### src/rtl/instr_byte_fetch_if.sv
// Bundle of the byte-fetch stage's bus signals: memory request/response,
// redirect from branch resolution, and the instr valid/ready stream.
// master = fetch stage side, slave = memory / consumer / redirect source side.
interface instr_byte_fetch_if #(
    parameter int ADDR_W = 16
);
    // memory request / response
    logic [ADDR_W-1:0] mem_addr;
    logic              mem_req;
    logic              mem_ready;
    logic              mem_rvalid;
    logic [7:0]        mem_rdata;
    // redirect from branch/jump resolution
    logic              redirect;
    logic [ADDR_W-1:0] redirect_pc;
    // byte stream to the macro-op fetch
    logic [7:0]        instr;
    logic [ADDR_W-1:0] instr_pc;
    logic              instr_valid;
    logic              instr_ready;

    modport master (
        output mem_addr, mem_req, instr, instr_pc, instr_valid,
        input  mem_ready, mem_rvalid, mem_rdata, redirect, redirect_pc, instr_ready
    );

    modport slave (
        input  mem_addr, mem_req, instr, instr_pc, instr_valid,
        output mem_ready, mem_rvalid, mem_rdata, redirect, redirect_pc, instr_ready
    );
endinterface

### src/rtl/instr_byte_fetch.sv
// Byte fetch: reads the FFFC/FFFD reset vector, then streams sequential bytes into a FIFO.
// Latency: request accepted at T, response T+1, byte valid at T+2 (no bypass).
// Backpressure: requests stop once occupancy + in-flight reaches DEPTH; redirect flushes.
//
// Ports: clk_i, rst_ni (async active-low); bus (master modport) carries
// mem_addr/mem_req/mem_ready/mem_rvalid/mem_rdata, redirect/redirect_pc,
// instr/instr_pc/instr_valid/instr_ready.
module instr_byte_fetch #(
    parameter int DEPTH  = 8,
    parameter int ADDR_W = 16
) (
    input  logic               clk_i,
    input  logic               rst_ni,
    instr_byte_fetch_if.master bus
);
    localparam int PTR_W = (DEPTH > 1) ? $clog2(DEPTH) : 1;
    localparam int CNT_W = $clog2(DEPTH + 1);
    localparam int CW1   = CNT_W + 1;

    localparam logic [1:0] ST_VEC_LO   = 2'd0;
    localparam logic [1:0] ST_VEC_HI   = 2'd1;
    localparam logic [1:0] ST_VEC_WAIT = 2'd2;
    localparam logic [1:0] ST_RUN      = 2'd3;

    logic [1:0]        state_q, state_d;
    logic [ADDR_W-1:0] pc_q, pc_d;
    logic [ADDR_W-1:0] req_addr_q, req_addr_d;
    logic [CNT_W-1:0]  count_q, count_d;
    logic [PTR_W-1:0]  head_q, head_d;
    logic [PTR_W-1:0]  tail_q, tail_d;
    logic              inflight_q, inflight_d;
    logic [7:0]        vec_lo_q, vec_lo_d;

    logic [7:0]        data_q [DEPTH];
    logic [ADDR_W-1:0] epc_q  [DEPTH];

    logic              mem_req;
    logic [ADDR_W-1:0] mem_addr;
    logic              accept;
    logic              push;
    logic              pop;
    logic [CW1-1:0]    credit_used;

    function automatic logic [PTR_W-1:0] ptr_inc(input logic [PTR_W-1:0] p);
        return (p == PTR_W'(DEPTH - 1)) ? '0 : p + PTR_W'(1);
    endfunction

    // The in-flight response already owns a slot; a same-cycle pop earns no
    // credit, so a returning byte always finds room.
    assign credit_used = {1'b0, count_q} + CW1'(inflight_q);

    always_comb begin
        mem_req  = 1'b0;
        mem_addr = pc_q;
        case (state_q)
            ST_VEC_LO: begin
                mem_req  = 1'b1;
                mem_addr = ADDR_W'(16'hFFFC);
            end
            ST_VEC_HI: begin
                mem_req  = 1'b1;
                mem_addr = ADDR_W'(16'hFFFD);
            end
            ST_RUN:  mem_req = (credit_used < CW1'(DEPTH));
            default: mem_req = 1'b0;
        endcase
        if (bus.redirect) begin
            mem_req = 1'b0;
        end
    end

    assign accept = mem_req & bus.mem_ready;
    // Only RUN-state responses carry stream bytes; vector bytes are never queued.
    assign push   = (state_q == ST_RUN) & bus.mem_rvalid & inflight_q & ~bus.redirect;
    assign pop    = (count_q != '0) & bus.instr_ready & ~bus.redirect;

    always_comb begin
        state_d    = state_q;
        pc_d       = pc_q;
        req_addr_d = req_addr_q;
        vec_lo_d   = vec_lo_q;
        inflight_d = accept;
        head_d     = head_q;
        tail_d     = tail_q;
        count_d    = count_q;

        case (state_q)
            ST_VEC_LO: begin
                if (accept) begin
                    state_d = ST_VEC_HI;
                end
            end
            ST_VEC_HI: begin
                // The FFFC response lands in the first VEC_HI cycle.
                if (bus.mem_rvalid & inflight_q) begin
                    vec_lo_d = bus.mem_rdata;
                end
                if (accept) begin
                    state_d = ST_VEC_WAIT;
                end
            end
            ST_VEC_WAIT: begin
                // VEC_WAIT is only entered right after the FFFD accept, so the
                // high byte is on mem_rdata now.
                pc_d    = ADDR_W'({bus.mem_rdata, vec_lo_q});
                state_d = ST_RUN;
            end
            default: begin
                if (accept) begin
                    pc_d       = pc_q + ADDR_W'(1);
                    req_addr_d = pc_q;
                end
            end
        endcase

        if (push) begin
            tail_d = ptr_inc(tail_q);
        end
        if (pop) begin
            head_d = ptr_inc(head_q);
        end
        case ({push, pop})
            2'b10:   count_d = count_q + CNT_W'(1);
            2'b01:   count_d = count_q - CNT_W'(1);
            default: count_d = count_q;
        endcase

        if (bus.redirect) begin
            state_d    = ST_RUN;
            pc_d       = bus.redirect_pc;
            inflight_d = 1'b0;
            head_d     = '0;
            tail_d     = '0;
            count_d    = '0;
        end
    end

    always_ff @(posedge clk_i or negedge rst_ni) begin
        if (!rst_ni) begin
            state_q    <= ST_VEC_LO;
            pc_q       <= '0;
            req_addr_q <= '0;
            vec_lo_q   <= '0;
            inflight_q <= 1'b0;
            head_q     <= '0;
            tail_q     <= '0;
            count_q    <= '0;
        end else begin
            state_q    <= state_d;
            pc_q       <= pc_d;
            req_addr_q <= req_addr_d;
            vec_lo_q   <= vec_lo_d;
            inflight_q <= inflight_d;
            head_q     <= head_d;
            tail_q     <= tail_d;
            count_q    <= count_d;
        end
    end

    // Storage is zeroed so instr/instr_pc read 0 out of reset.
    always_ff @(posedge clk_i or negedge rst_ni) begin
        if (!rst_ni) begin
            for (int i = 0; i < DEPTH; i++) begin
                data_q[i] <= '0;
                epc_q[i]  <= '0;
            end
        end else if (push) begin
            data_q[tail_q] <= bus.mem_rdata;
            epc_q[tail_q]  <= req_addr_q;
        end
    end

    assign bus.mem_req     = mem_req;
    assign bus.mem_addr    = mem_addr;
    assign bus.instr       = data_q[head_q];
    assign bus.instr_pc    = epc_q[head_q];
    assign bus.instr_valid = (count_q != '0);

endmodule

### src/flat_wrapper.sv
// flat-port wrapper written by rule: the top's interface ports become plain ports
module instr_byte_fetch_flat 
#(
    parameter int DEPTH  = 8,
    parameter int ADDR_W = 16
)
  (clk_i, rst_ni, bus_mem_addr, bus_mem_req, bus_instr, bus_instr_pc, bus_instr_valid, bus_mem_ready, bus_mem_rvalid, bus_mem_rdata, bus_redirect, bus_redirect_pc, bus_instr_ready);
  instr_byte_fetch_if #(.ADDR_W(ADDR_W)) bus_i ();
  input  logic clk_i;
  input  logic rst_ni;
  output wire logic [$bits(bus_i.mem_addr)-1:0] bus_mem_addr;
  output wire logic [$bits(bus_i.mem_req)-1:0] bus_mem_req;
  output wire logic [$bits(bus_i.instr)-1:0] bus_instr;
  output wire logic [$bits(bus_i.instr_pc)-1:0] bus_instr_pc;
  output wire logic [$bits(bus_i.instr_valid)-1:0] bus_instr_valid;
  input wire logic [$bits(bus_i.mem_ready)-1:0] bus_mem_ready;
  input wire logic [$bits(bus_i.mem_rvalid)-1:0] bus_mem_rvalid;
  input wire logic [$bits(bus_i.mem_rdata)-1:0] bus_mem_rdata;
  input wire logic [$bits(bus_i.redirect)-1:0] bus_redirect;
  input wire logic [$bits(bus_i.redirect_pc)-1:0] bus_redirect_pc;
  input wire logic [$bits(bus_i.instr_ready)-1:0] bus_instr_ready;
  assign bus_mem_addr = bus_i.mem_addr;
  assign bus_mem_req = bus_i.mem_req;
  assign bus_instr = bus_i.instr;
  assign bus_instr_pc = bus_i.instr_pc;
  assign bus_instr_valid = bus_i.instr_valid;
  assign bus_i.mem_ready = bus_mem_ready;
  assign bus_i.mem_rvalid = bus_mem_rvalid;
  assign bus_i.mem_rdata = bus_mem_rdata;
  assign bus_i.redirect = bus_redirect;
  assign bus_i.redirect_pc = bus_redirect_pc;
  assign bus_i.instr_ready = bus_instr_ready;
  instr_byte_fetch #(.DEPTH(DEPTH), .ADDR_W(ADDR_W)) u_core (.clk_i(clk_i), .rst_ni(rst_ni), .bus(bus_i));
endmodule
### config.mk
export PLATFORM = sky130hd
export DESIGN_NAME = instr_byte_fetch_flat
export DESIGN_NICKNAME = d
export VERILOG_FILES = /design/src/rtl/instr_byte_fetch_if.sv /design/src/rtl/instr_byte_fetch.sv /design/src/flat_wrapper.sv
export SDC_FILE = /design/constraint.sdc
export NUM_CORES = 1
export LEC_CHECK = 0
export CORE_UTILIZATION = 50
export CTS_CLUSTER_DIAMETER = 40
export DETAILED_ROUTE_END_ITERATION = 8
export PLACE_DENSITY = 0.78
export REMOVE_ABC_BUFFERS = 1
export SKIP_LAST_GASP = 1
export SYNTH_ARGS = -nofsm -noshare
export SYNTH_HDL_FRONTEND = slang
export SYNTH_SLANG_ARGS = --single-unit
export TNS_END_PERCENT = 1
### constraint.sdc
create_clock -name clk_i -period 2.6 [get_ports clk_i]
set_clock_uncertainty 0.2 [all_clocks]
set_input_delay 0.52 -clock clk_i [delete_from_list [all_inputs] [get_ports clk_i]]
set_output_delay 0.52 -clock clk_i [all_outputs]
set_load 0.01 [all_outputs]
Word-level counts from Yosys, hierarchy flattened:

Index checks and enable logic that the tools add are counted.

* equal/unequal tests: 10
* reduce and logical (&&, ||, !) cells: 14
* $add $sub $neg: 6
* mux-type cells: 31
* bitwise gates (word level): 11
* order comparisons: 4

Operators by type and width (count)
* bitwise mux 128 bit: 1
* 2-to-1 mux 16 bit: 5
* bitwise mux 64 bit: 1
* one-hot mux 16 bit (2 select lines): 2
* binary-select mux 16 bit (select 3 bit): 1
* demux 16 bit (select 3 bit): 1
* binary-select mux 8 bit (select 3 bit): 1
* demux 8 bit (select 3 bit): 1
* 2-to-1 mux 8 bit: 3
* 2-to-1 mux 3 bit: 6
* adder 16 x 1 -> 16 bit, second input constant: 1
* >= comparator 4 bit, second input constant: 2
* NOT 3 -> 4 bit: 2
* one-hot mux 4 bit (2 select lines): 1
* nonzero test 4 bit: 2
* bitwise AND 1 bit: 7
* adder 3 x 1 -> 3 bit, second input constant: 2
* equality test 2 bit, second input constant: 3
* equality test 3 bit, second input constant: 2
* 2-to-1 mux 2 bit: 3
* != test 3 x 2 -> 1 bit, second input constant: 2
* one-hot mux 2 bit (3 select lines): 1
* AND reduction 2 bit: 3
* nonzero test 3 bit: 2
* other kinds (17): 21

* output and inout port bits: 42
* flip-flop bits (word level): 245
* input bits: 30

Logic depth before layout (Yosys ltp):

* word-level depth: 8
* depth in mapped cells: 10
* mapped depth without buffers: 10

Worst setup path after synthesis:

OpenSTA, ideal clock, no wires.

* kind: input port to flip-flop
* start: in bus_redirect
* end: reg u_core.count_q[3]
* stages: 10
* path buffers: 3
* library setup time: 132 ps
* data required time: 2268 ps
* slack: -210 ps
* arrival time: 2478 ps
* path through: clkbuf_1 > clkbuf_1 > buf_1 > nor2_1 > ha_1 > a21o_1 > a21oi_1 > mux2i_1 > xnor2_1 > nor2_1

* cells in the longest elaborated chain, start to end: 5
* elaborated cells between the ends (all ways): 8

RTL lines
* start: declaration: line flat_wrapper.sv:19 `input wire logic [$bits(bus_i.redirect)-1:0] bus_redirect;`
* NOT 1 bit: line instr_byte_fetch.sv:74, instr_byte_fetch.sv:75
* bitwise AND 1 bit, on equally long branches: line instr_byte_fetch.sv:75, instr_byte_fetch.sv:74
* equality test 2 x 1 -> 1 bit / equality test 2 bit (equally long branches): line instr_byte_fetch.sv:122 `case ({push, pop})`
* one-hot mux 4 bit (2 select lines): line instr_byte_fetch.sv:122
* 2-to-1 mux 4 bit: line instr_byte_fetch.sv:128 `if (bus.redirect) begin`
* end signal: assignment: line instr_byte_fetch.sv:156 `count_q <= count_d;`
* end: declaration: line instr_byte_fetch.sv:28 `logic [CNT_W-1:0] count_q, count_d;`

Several ways; a longest one is shown, not always the timed one.
A chain may end at the register's enable or synchronous reset.

Final worst setup path:

* start: reg u_core.head_q[0]
* end: out bus_instr[3]

* cells in the longest elaborated chain, start to end: 4

RTL lines
* start: declaration: line instr_byte_fetch.sv:29 `logic [PTR_W-1:0] head_q, head_d;`
* start signal: assignment: line instr_byte_fetch.sv:145 `head_q <= '0;`
* start signal: assignment: line instr_byte_fetch.sv:154 `head_q <= head_d;`
* NOT 3 -> 4 bit (implied by the code): line instr_byte_fetch.sv:175 `assign bus.instr = data_q[head_q];`
* binary-select mux 8 bit (select 3 bit): line instr_byte_fetch.sv:175
* 2-to-1 mux 8 bit (implied by the code) (2 in a row): line instr_byte_fetch.sv:175
* end: declaration: line flat_wrapper.sv:13 `output wire logic [$bits(bus_i.instr)-1:0] bus_instr;`

No other way between the ends. The select of a mux whose other input is x is not followed.

==> results.ini <==
[status]
run_status = finished, violations left
violations = negative setup slack

[power_and_ir_drop]
ir_drop_mv = 0.539
leakage_nw = 6.95
power_density_nw_per_um2 = 944

[clock_network]
clock-sinks = 245
numCtsBuffers = 35
cts_root_buf = clkbuf_16
clkLatencyLatePin_ns = 0.51
clkSlewWorstSetupHoldPaths_ns = 0.05
cts_tree = built
cts_buffer_depth = 3
h-tree-depth = 2

[logic_synthesis]
synth_seq_cells = 245
syn_inst = 827
synth.distinct_cells = 56
synthArstFlopShare_pct = 100
yosys_most_used_dff = dfrtp_1
ys_seq_area_share_pct = 52.3
syn_area_per_cell_sq_um = 14.2
synth-edff-count = 0
syn_area_sq_um = 11700
ys_warn_count = 0

[routing]
route.detailed.drc = 0
dr.pass1.iters = 5
postRouteAntennaNets = 0
vias_per_cell = 5.90
drt-total-wl_um = 29000
num_vias = 7624
first_iter_violations = 465
wire_per_inst_um = 22.4

[sta]
setup_tns_ns = -12.90
slew_headroom_pct = 58.4
worst_pin_slew_ns = 0.618
fmax_mhz = 333
period_share_pct = 116
rsz0062_at_grt = yes
timing.final.ws_setup_ns = -0.405
setup_violations = 43
fin_crit_ns = 3.00
final-hold-violation-count = 0
slew_violations = 0

[floorplan]
io_pins = 72
dieArea_sq_um = 24100
num_rows = 55
start_util_pct = 51.3
die_y_um = 155
die_w_um = 155
core_sq_um = 22800

[global_route]
overflow = 0
grt_pass1_wl_um = 46000
grt_max_degree = 62
antenna_found_initial = 1
grtUsageTotal_pct = 25.2
grt_pass1_vias = 8169

[hold_path]
holdCritPathClass = reg2reg

[setup_path]
worstPathArrival_ns = 2.28
end_kind = primary output
rr_worst_depth = 11
crit_path_end = bus_instr[3]
critPathLaunchType = flip-flop
r2r-end = u_core.count_q[3]
required_ns = 1.88
regToRegSetupSlack_ns = -0.02
critPathMaxFanout = 5
reg2reg_from = u_core.state_q[0]
crit_type = reg2out
startpoint = u_core.head_q[0]

[layout]
final_cells = 1293
nets = 996
design_area_sq_um = 14700
final_layout_size_suffix_gt1_share_pct = 46.5
area_growth_pct = 25.7

[placed_design]
gp_congestion = 0.917
place_area_sq_um = 13200
portBuffers = 71
place_hpwl_um = 18100
dp.cells = 1213

[run]
drv_cap = 0

==> cells by family (layout without fill, tap and decap cells) <==
family / Yosys count / after routing / share of synthesized area (%)
xor+xnor: 10 / 10 / 0.747
flops: 245 / 245 / 52.3
simple gates: 119 / 119 / 5.42
buf+inv: 70 / 222 / 2.87
mux: 293 / 293 / 33.0
compound gates: 77 / 77 / 4.20
other cells: 0 / 1 / 0
fa+ha+maj: 13 / 13 / 1.45
==> what timing repair did <==
| item | 4_1_cts | 5_1_grt |
|---|---|---|
| gates resized for setup | 134 | 5 |
| endpoints found under the hold margin | 54 | 0 |
| setup endpoints to repair | 42 | 57 |
| hold buffers | 1 | 0 |
| setup buffers | 10 | 0 |
| cloned | 4 | 1 |
==> where the power goes <==
group / internal [mW] / switching (mW)
Clock: 2.92 / 1.80
Combinational: 2.46 / 1.73
Sequential: 4.38 / 0.640
==> cells in the final DEF (no fill, tap or decap), types with 4 or more instances in the layout <==
cell / count
a21oi_1: 16
a22oi_1: 6
a31oi_1: 4
buf_12: 24
buf_16: 4
buf_2: 8
buf_4: 40
buf_6: 18
clkbuf_16: 36
clkbuf_8: 4
clkdlybuf4s50_1: 34
clkinv_2: 5
clkinv_4: 4
clkinvlp_4: 5
dfrtp_1: 243
dlygate4sd2_1: 11
ha_1: 11
inv_1: 12
inv_6: 6
mux2_1: 8
mux2_2: 207
mux2_4: 22
mux2i_1: 8
mux4_2: 48
nand2_1: 29
nand3_1: 14
nand4_1: 4
nor2_1: 31
nor3_1: 6
o21ai_0: 29
o21bai_1: 4
or3_1: 10
xnor2_1: 5
xor2_1: 5
==> sequential cells by signal (all words and copies together) (netlist names) <==
signal and flops:
u_core.epc_q 128, u_core.data_q 64, u_core.req_addr_q 16, u_core.state_q 2, u_core.vec_lo_q 8, u_core.pc_q 16
u_core.tail_q 3, u_core.head_q 3, u_core.inflight_q 1, u_core.count_q 4
==> critical path, stage by stage, from the launching register on <==
cell       delay [ns]
dfrtp_4          0.52
buf_6            0.14
buf_12           0.12
clkbuf_16        0.16
mux4_2           0.43
mux2_4           0.29
buf_6            0.12
==> metal layers <==
layer,part of all wire [%],wire length (um),global-route usage [%],up-vias
li1,-,-,-,3307
met1,43,12500,35.1,3988
met2,47,13700,39.5,259
met3,6.4,1850,4.57,68
met4,2.9,830,9.29,2
met5,0.24,69,1.86,-
==> synth_stat cells, types with 2 or more instances <==
master | count | area share, %
dfrtp_1 | 245 | 52
mux2_2 | 217 | 21
mux4_2 | 48 | 9.2
nor2_1 | 32 | 1.0
nand2_1 | 29 | 0.93
o21ai_0 | 29 | 1.2
clkbuf_1 | 24 | 0.77
a21oi_1 | 16 | 0.68
buf_4 | 14 | 0.90
nand3_1 | 14 | 0.60
ha_1 | 12 | 1.3
inv_1 | 12 | 0.38
mux2_4 | 12 | 1.5
buf_2 | 11 | 0.47
or3_1 | 10 | 0.53
buf_1 | 8 | 0.26
mux2_1 | 8 | 0.77
mux2i_1 | 8 | 0.68
a22oi_1 | 6 | 0.38
nor3_1 | 6 | 0.26
xnor2_1 | 5 | 0.37
xor2_1 | 5 | 0.37
a31oi_1 | 4 | 0.21
nand4_1 | 4 | 0.21
o21bai_1 | 4 | 0.26
a211o_1 | 3 | 0.22
nand2b_1 | 3 | 0.16
nand3b_2 | 3 | 0.29
nor3b_1 | 3 | 0.19
and2_1 | 2 | 0.11
and3_1 | 2 | 0.11
nor3b_4 | 2 | 0.32
o31a_1 | 2 | 0.15
or2_2 | 2 | 0.11
==> how the worst min path moves through the flow <==
stage / from / end / slack (ns) / cells past startpoint
3_5_place_dp: u_core.epc_q[122] / u_core.epc_q[122] / 0.28 / 1
3_3_place_gp: u_core.data_q[62] / u_core.data_q[62] / 0.26 / 1
2_1_floorplan: rst_ni / u_core.count_q[0] / 0.02 / 0
5_1_grt: u_core.epc_q[122] / u_core.epc_q[122] / 0.31 / 1
4_1_cts: u_core.epc_q[122] / u_core.epc_q[122] / 0.29 / 1
6_report: u_core.epc_q[122] / u_core.epc_q[122] / 0.29 / 1
==> area by class of cell <==
cell class                 count  area (sq um)
clock inverter                23           240
fill                        1663          8100
tap                          313           392
multi-input combinational    512          5310
inverter                      12          45.0
antenna                        1          2.50
clock buffer                  40           935
sequential                   245          6140
timing repair buffer         147          1680
==> stage by stage <==
stage	utilization, %	total power [mW]	worst slack [ns]	hold WS, ns
floorplan	-	7.03	-1.07	0.0244
global placement	58.0	8.69	-0.0862	0.264
detailed placement	58.0	8.79	-0.142	0.276
CTS	64.3	13.9	-0.379	0.288
global route	64.5	14.6	-0.430	0.310
finish	64.5	13.9	-0.405	0.290
Power figures use the tool's default switching activity.
==> patch 1: new RTL, same flow settings <==
`ADDR_W` is set to 16 in 3 places; all go to 17.
--- a/src/rtl/instr_byte_fetch_if.sv
+++ b/src/rtl/instr_byte_fetch_if.sv
@@ -2,7 +2,7 @@
 // redirect from branch resolution, and the instr valid/ready stream.
 // master = fetch stage side, slave = memory / consumer / redirect source side.
 interface instr_byte_fetch_if #(
-    parameter int ADDR_W = 16
+    parameter int ADDR_W = 17
 );
     // memory request / response
     logic [ADDR_W-1:0] mem_addr;
--- a/src/rtl/instr_byte_fetch.sv
+++ b/src/rtl/instr_byte_fetch.sv
@@ -7,7 +7,7 @@
 // instr/instr_pc/instr_valid/instr_ready.
 module instr_byte_fetch #(
     parameter int DEPTH  = 8,
-    parameter int ADDR_W = 16
+    parameter int ADDR_W = 17
 ) (
     input  logic               clk_i,
     input  logic               rst_ni,
--- a/src/flat_wrapper.sv
+++ b/src/flat_wrapper.sv
@@ -2,7 +2,7 @@
 module instr_byte_fetch_flat 
 #(
     parameter int DEPTH  = 8,
-    parameter int ADDR_W = 16
+    parameter int ADDR_W = 17
 )
   (clk_i, rst_ni, bus_mem_addr, bus_mem_req, bus_instr, bus_instr_pc, bus_instr_valid, bus_mem_ready, bus_mem_rvalid, bus_mem_rdata, bus_redirect, bus_redirect_pc, bus_instr_ready);
   instr_byte_fetch_if #(.ADDR_W(ADDR_W)) bus_i ();
Ports: changed (resized bus_instr_pc, bus_mem_addr and bus_redirect_pc); port bits go from 72 to 75. The function was not compared with the original's and may differ.
==> patch 1 against the original RTL <==
  * The run still ends with setup timing left
  * Cell area rose by 3.6%
  * Combinational power fell by 3%
  * Sequential cell count rose by 10
  * Synthesized cell count rose by 3.1%
  * Cell count rose by 3.8%
  * Total power rose by 3.9%
  * Core utilization barely moved
  * Setup slack improved by 0.019 ns
  * Global-route usage rose by 1.5 points
  * Wire length rose by 8.1%
  * Synthesized area rose by 3.8%
  * Critical path type unchanged
==> patch 1: results <==
group,metric,value,unit
finish,nets,1041,
global_route,grtUsageMet1,35.8,%
global_route,met3_usage,4.27,%
finish,antenna_cells,0,
sta,setup_viol,45,
finish,multi_input_gates,530,
run_status,run_status,"finished with violations",
synth,synth-xor-area-share,0.432,%
critical_path,r2r_slack,-0.04,ns
hold_path,worstHoldPathCells,2,
drt,vias,8042,
placed_design,hpwl,19500,um
run_status,violations,"setup timing",
synth,synth_compound_area_share,3.63,%
sta,setup_tns,-11.92,ns
synth,synthMuxAreaShare,33.6,%
synth,ys_seq_area_share,52.4,%
critical_path,r2r_cells,7,
drt,wl_met2,15300,um
finish,fillers,1752,
placed_design,gp_congestion,0.879,
finish,drive_gt1_share,46.8,%
finish,n_all_inverters,7,
finish,stdcell_area,15300,um2
finish,seq_area,6390,um2
synth,synth_common_cells,"dfrtp_1, mux2_2, mux4_2, nand2_1, clkbuf_1",
finish,nonClockBufferCount,166,
finish,clkbuf_count,48,
sta,whs,0.115,ns
hold_path,hp-class,"input pin to register",
pwr,vdd_drop_max,0.000531,V
drt,totalWireLength,31300,um
global_route,grt_usage,26.7,%
hold_path,min_from,"bus_redirect",
finish,multi_input_area_share,36.0,%
pwr,p_leak,7.21,nW
pwr,power,0.0145,W
synth,yosys-top-cells-area,"dfrtp_1, mux2_2, mux4_2",
hold_path,holdPathEnd,"u_core.tail_q[2]",
placed_design,place_inst,1255,
synth,yosysUniqueCellTypes,60,
global_route,grt_pass1_vias,8673,
drt,viasPerCell,5.99,
sta,worst_pin_slew,0.924,ns
critical_path,worstReg2RegEnd,"u_core.pc_q[9]",
finish,largestRegisters,"u_core.epc_q (136), u_core.data_q (64)",
sta,fin_ws,-0.385,ns
pwr,switching_share,29.2,%
finish,seq_cell_count,255,
[patch 1: cell types whose count changed after synthesis, moves of 5 or more]
cell and change:
and2_1 +5, buf_4 -9, clkbuf_1 +8, dfrtp_1 +10, inv_1 -6, mux2_2 +12, nand2_1 +11, nor2_1 -14
o21ai_0 -8, or3_1 +5
[patch 1: worst max path at each step]
| stage | endpoint | depth (start not counted) | slack [ns] |
|---|---|---|---|
| global placement | u_core.epc_q[92] | 6 | -0.25 |
| global route | bus_instr[6] | 6 | -0.42 |
| CTS | bus_instr[6] | 6 | -0.39 |
| detailed placement | u_core.epc_q[97] | 6 | -0.32 |
| finish | bus_instr[6] | 6 | -0.39 |
| floorplan | bus_instr[0] | 2 | -1.15 |
[patch 1: repair_timing]
action                     CTS  global route
gates resized for setup    111            21
cloned                       4             0
setup buffers               16             2
hold endpoints to repair    62             0
setup endpoints to repair   46            60
hold buffers                 1             0
==> patch 2: new RTL, same flow settings <==
Made on the original files. Make the reset (`rst_ni`) synchronous in 2 clocked blocks. Comments in the files are not updated.
--- a/src/rtl/instr_byte_fetch.sv
+++ b/src/rtl/instr_byte_fetch.sv
@@ -135,7 +135,7 @@
         end
     end
 
-    always_ff @(posedge clk_i or negedge rst_ni) begin
+    always_ff @(posedge clk_i) begin
         if (!rst_ni) begin
             state_q    <= ST_VEC_LO;
             pc_q       <= '0;
@@ -158,7 +158,7 @@
     end
 
     // Storage is zeroed so instr/instr_pc read 0 out of reset.
-    always_ff @(posedge clk_i or negedge rst_ni) begin
+    always_ff @(posedge clk_i) begin
         if (!rst_ni) begin
             for (int i = 0; i < DEPTH; i++) begin
                 data_q[i] <= '0;
Formal check against the unedited RTL: differs if rst_ni is asserted again (counterexample within 4 cycles, from zero or initial values and one cycle with rst_ni low); with rst_ni held inactive, the same outputs for 4 cycles.
==> patch 2 against the original RTL <==
  * Sequential share of layout area grew 6.8 points
  * Synthesized area shrank 1.8%
  * Highest routed layer is now met4
  * Wire length is 0.30% higher
  * Setup slack better by 0.11 ns
  * Sequential cell count grew 3
  * The run still ends with setup timing left
  * Cell area fell by 3.4%
  * Critical path depth fell by 1
Power is not compared: it rests on default switching activity, and its combinational part moved more than twofold at a synthesized area within 25%.
==> patch 2: results <==
group,metric,value,unit
global_route,grt_max_degree,53,
placed_design,detailedPlace.worstSlack,-0.268,ns
run_status,violations,"setup timing",
finish,antenna_cells,0,
sta,setup_tns,-9.30,ns
finish,drive_gt1_share,24.3,%
synth,yosys-top-cells-area,"edfxtp_1, dfxtp_1, and2_1",
global_route,grt_use_met2,42.4,%
global_route,met3_usage,3.69,%
critical_path,crit_fanout,6,
hold_path,hp-class,"register to register",
cts,post_cts_resized,129,
global_route,grtUsageMet1,33.6,%
drt,viasPerCell,5.84,
cts,cts_setup_buffers,11,
drt,wirelength_met1,11900,um
pwr,pwr-share-clk,42.3,%
pwr,p_clk,0.00382,W
synth,synth_common_cells,"edfxtp_1, and2_1, dfxtp_1, mux4_2, nand2_1",
synth,ys_seq_area_share,59.8,%
placed_design,portBuffers,71,
cts,clock_latency,0.53,ns
cts,cts_made_buffers,28,
placed_design,hpwl,18800,um
placed_design,post_dp_cell_area,13200,um2
placed_design,place_inst,1262,
sta,setup_viol,42,
drt,dr_wl_met3,1870,um
global_route,grt_usage,25.0,%
synth,yosysUniqueCellTypes,53,
drt,first_iter_violations,726,
finish,nets,1064,
drt,wl_per_cell,21.9,um
drt,wl_met2,14600,um
finish,fin_cells,1327,
synth,async_reset_ff_share,0,%
finish,fillers,1655,
drt,highest_layer,"met4",
cts,clk_path_buf_depth,3,
sta,fin_ws,-0.297,ns
critical_path,critical_path.slowest_cell,"mux4_2",
synth,syn_inst,890,
drt,firstDrtPassIters,5,
pwr,vdd_drop_max,0.000353,V
run_status,run_status,"finished with violations",
global_route,grt_pass1_vias,7716,
critical_path,cpPeakStageDelay,0.51,ns
placed_design,gp_congestion,0.894,
global_route,grt_pass1_wl,44700,um
global_route,antenna_found_initial,1,
synth,synth_edf_count,192,
sta,worst_pin_slew,0.588,ns
cts,htreeDepth,1,
## patch 2: cell type report
type	count	area, um2	share of cell area, %
clock inverters	14	111	0.781
flip-flops and latches	248	6890	48.4
clock buffers	38	808	5.67
well taps	285	357	2.50
repair buffers	164	1660	11.6
multi-input cells	569	4390	30.8
inverters	9	33.8	0.237
## patch 2: cells by family after synthesis
logic type               synth area share, %
adder cells (fa/ha/maj)                 1.59
multiplexers                            12.6
AO/OA/AOI/OAI                           5.40
flip-flops                              59.8
XOR/XNOR                               0.685
buffers and inverters                   2.55
AND/OR/NAND/NOR                         17.4
## patch 2: final timing paths
kind	from	end	slack, ns	cells past startpoint
setup / recovery	register	bus_instr_pc[13]	-0.30	5
hold / removal	u_core.head_q[2]	u_core.head_q[2]	0.29	2
setup reg to reg	u_core.count_q[3]	u_core.count_q[3]	0	10
hold reg to reg	u_core.head_q[2]	u_core.head_q[2]	0.29	2
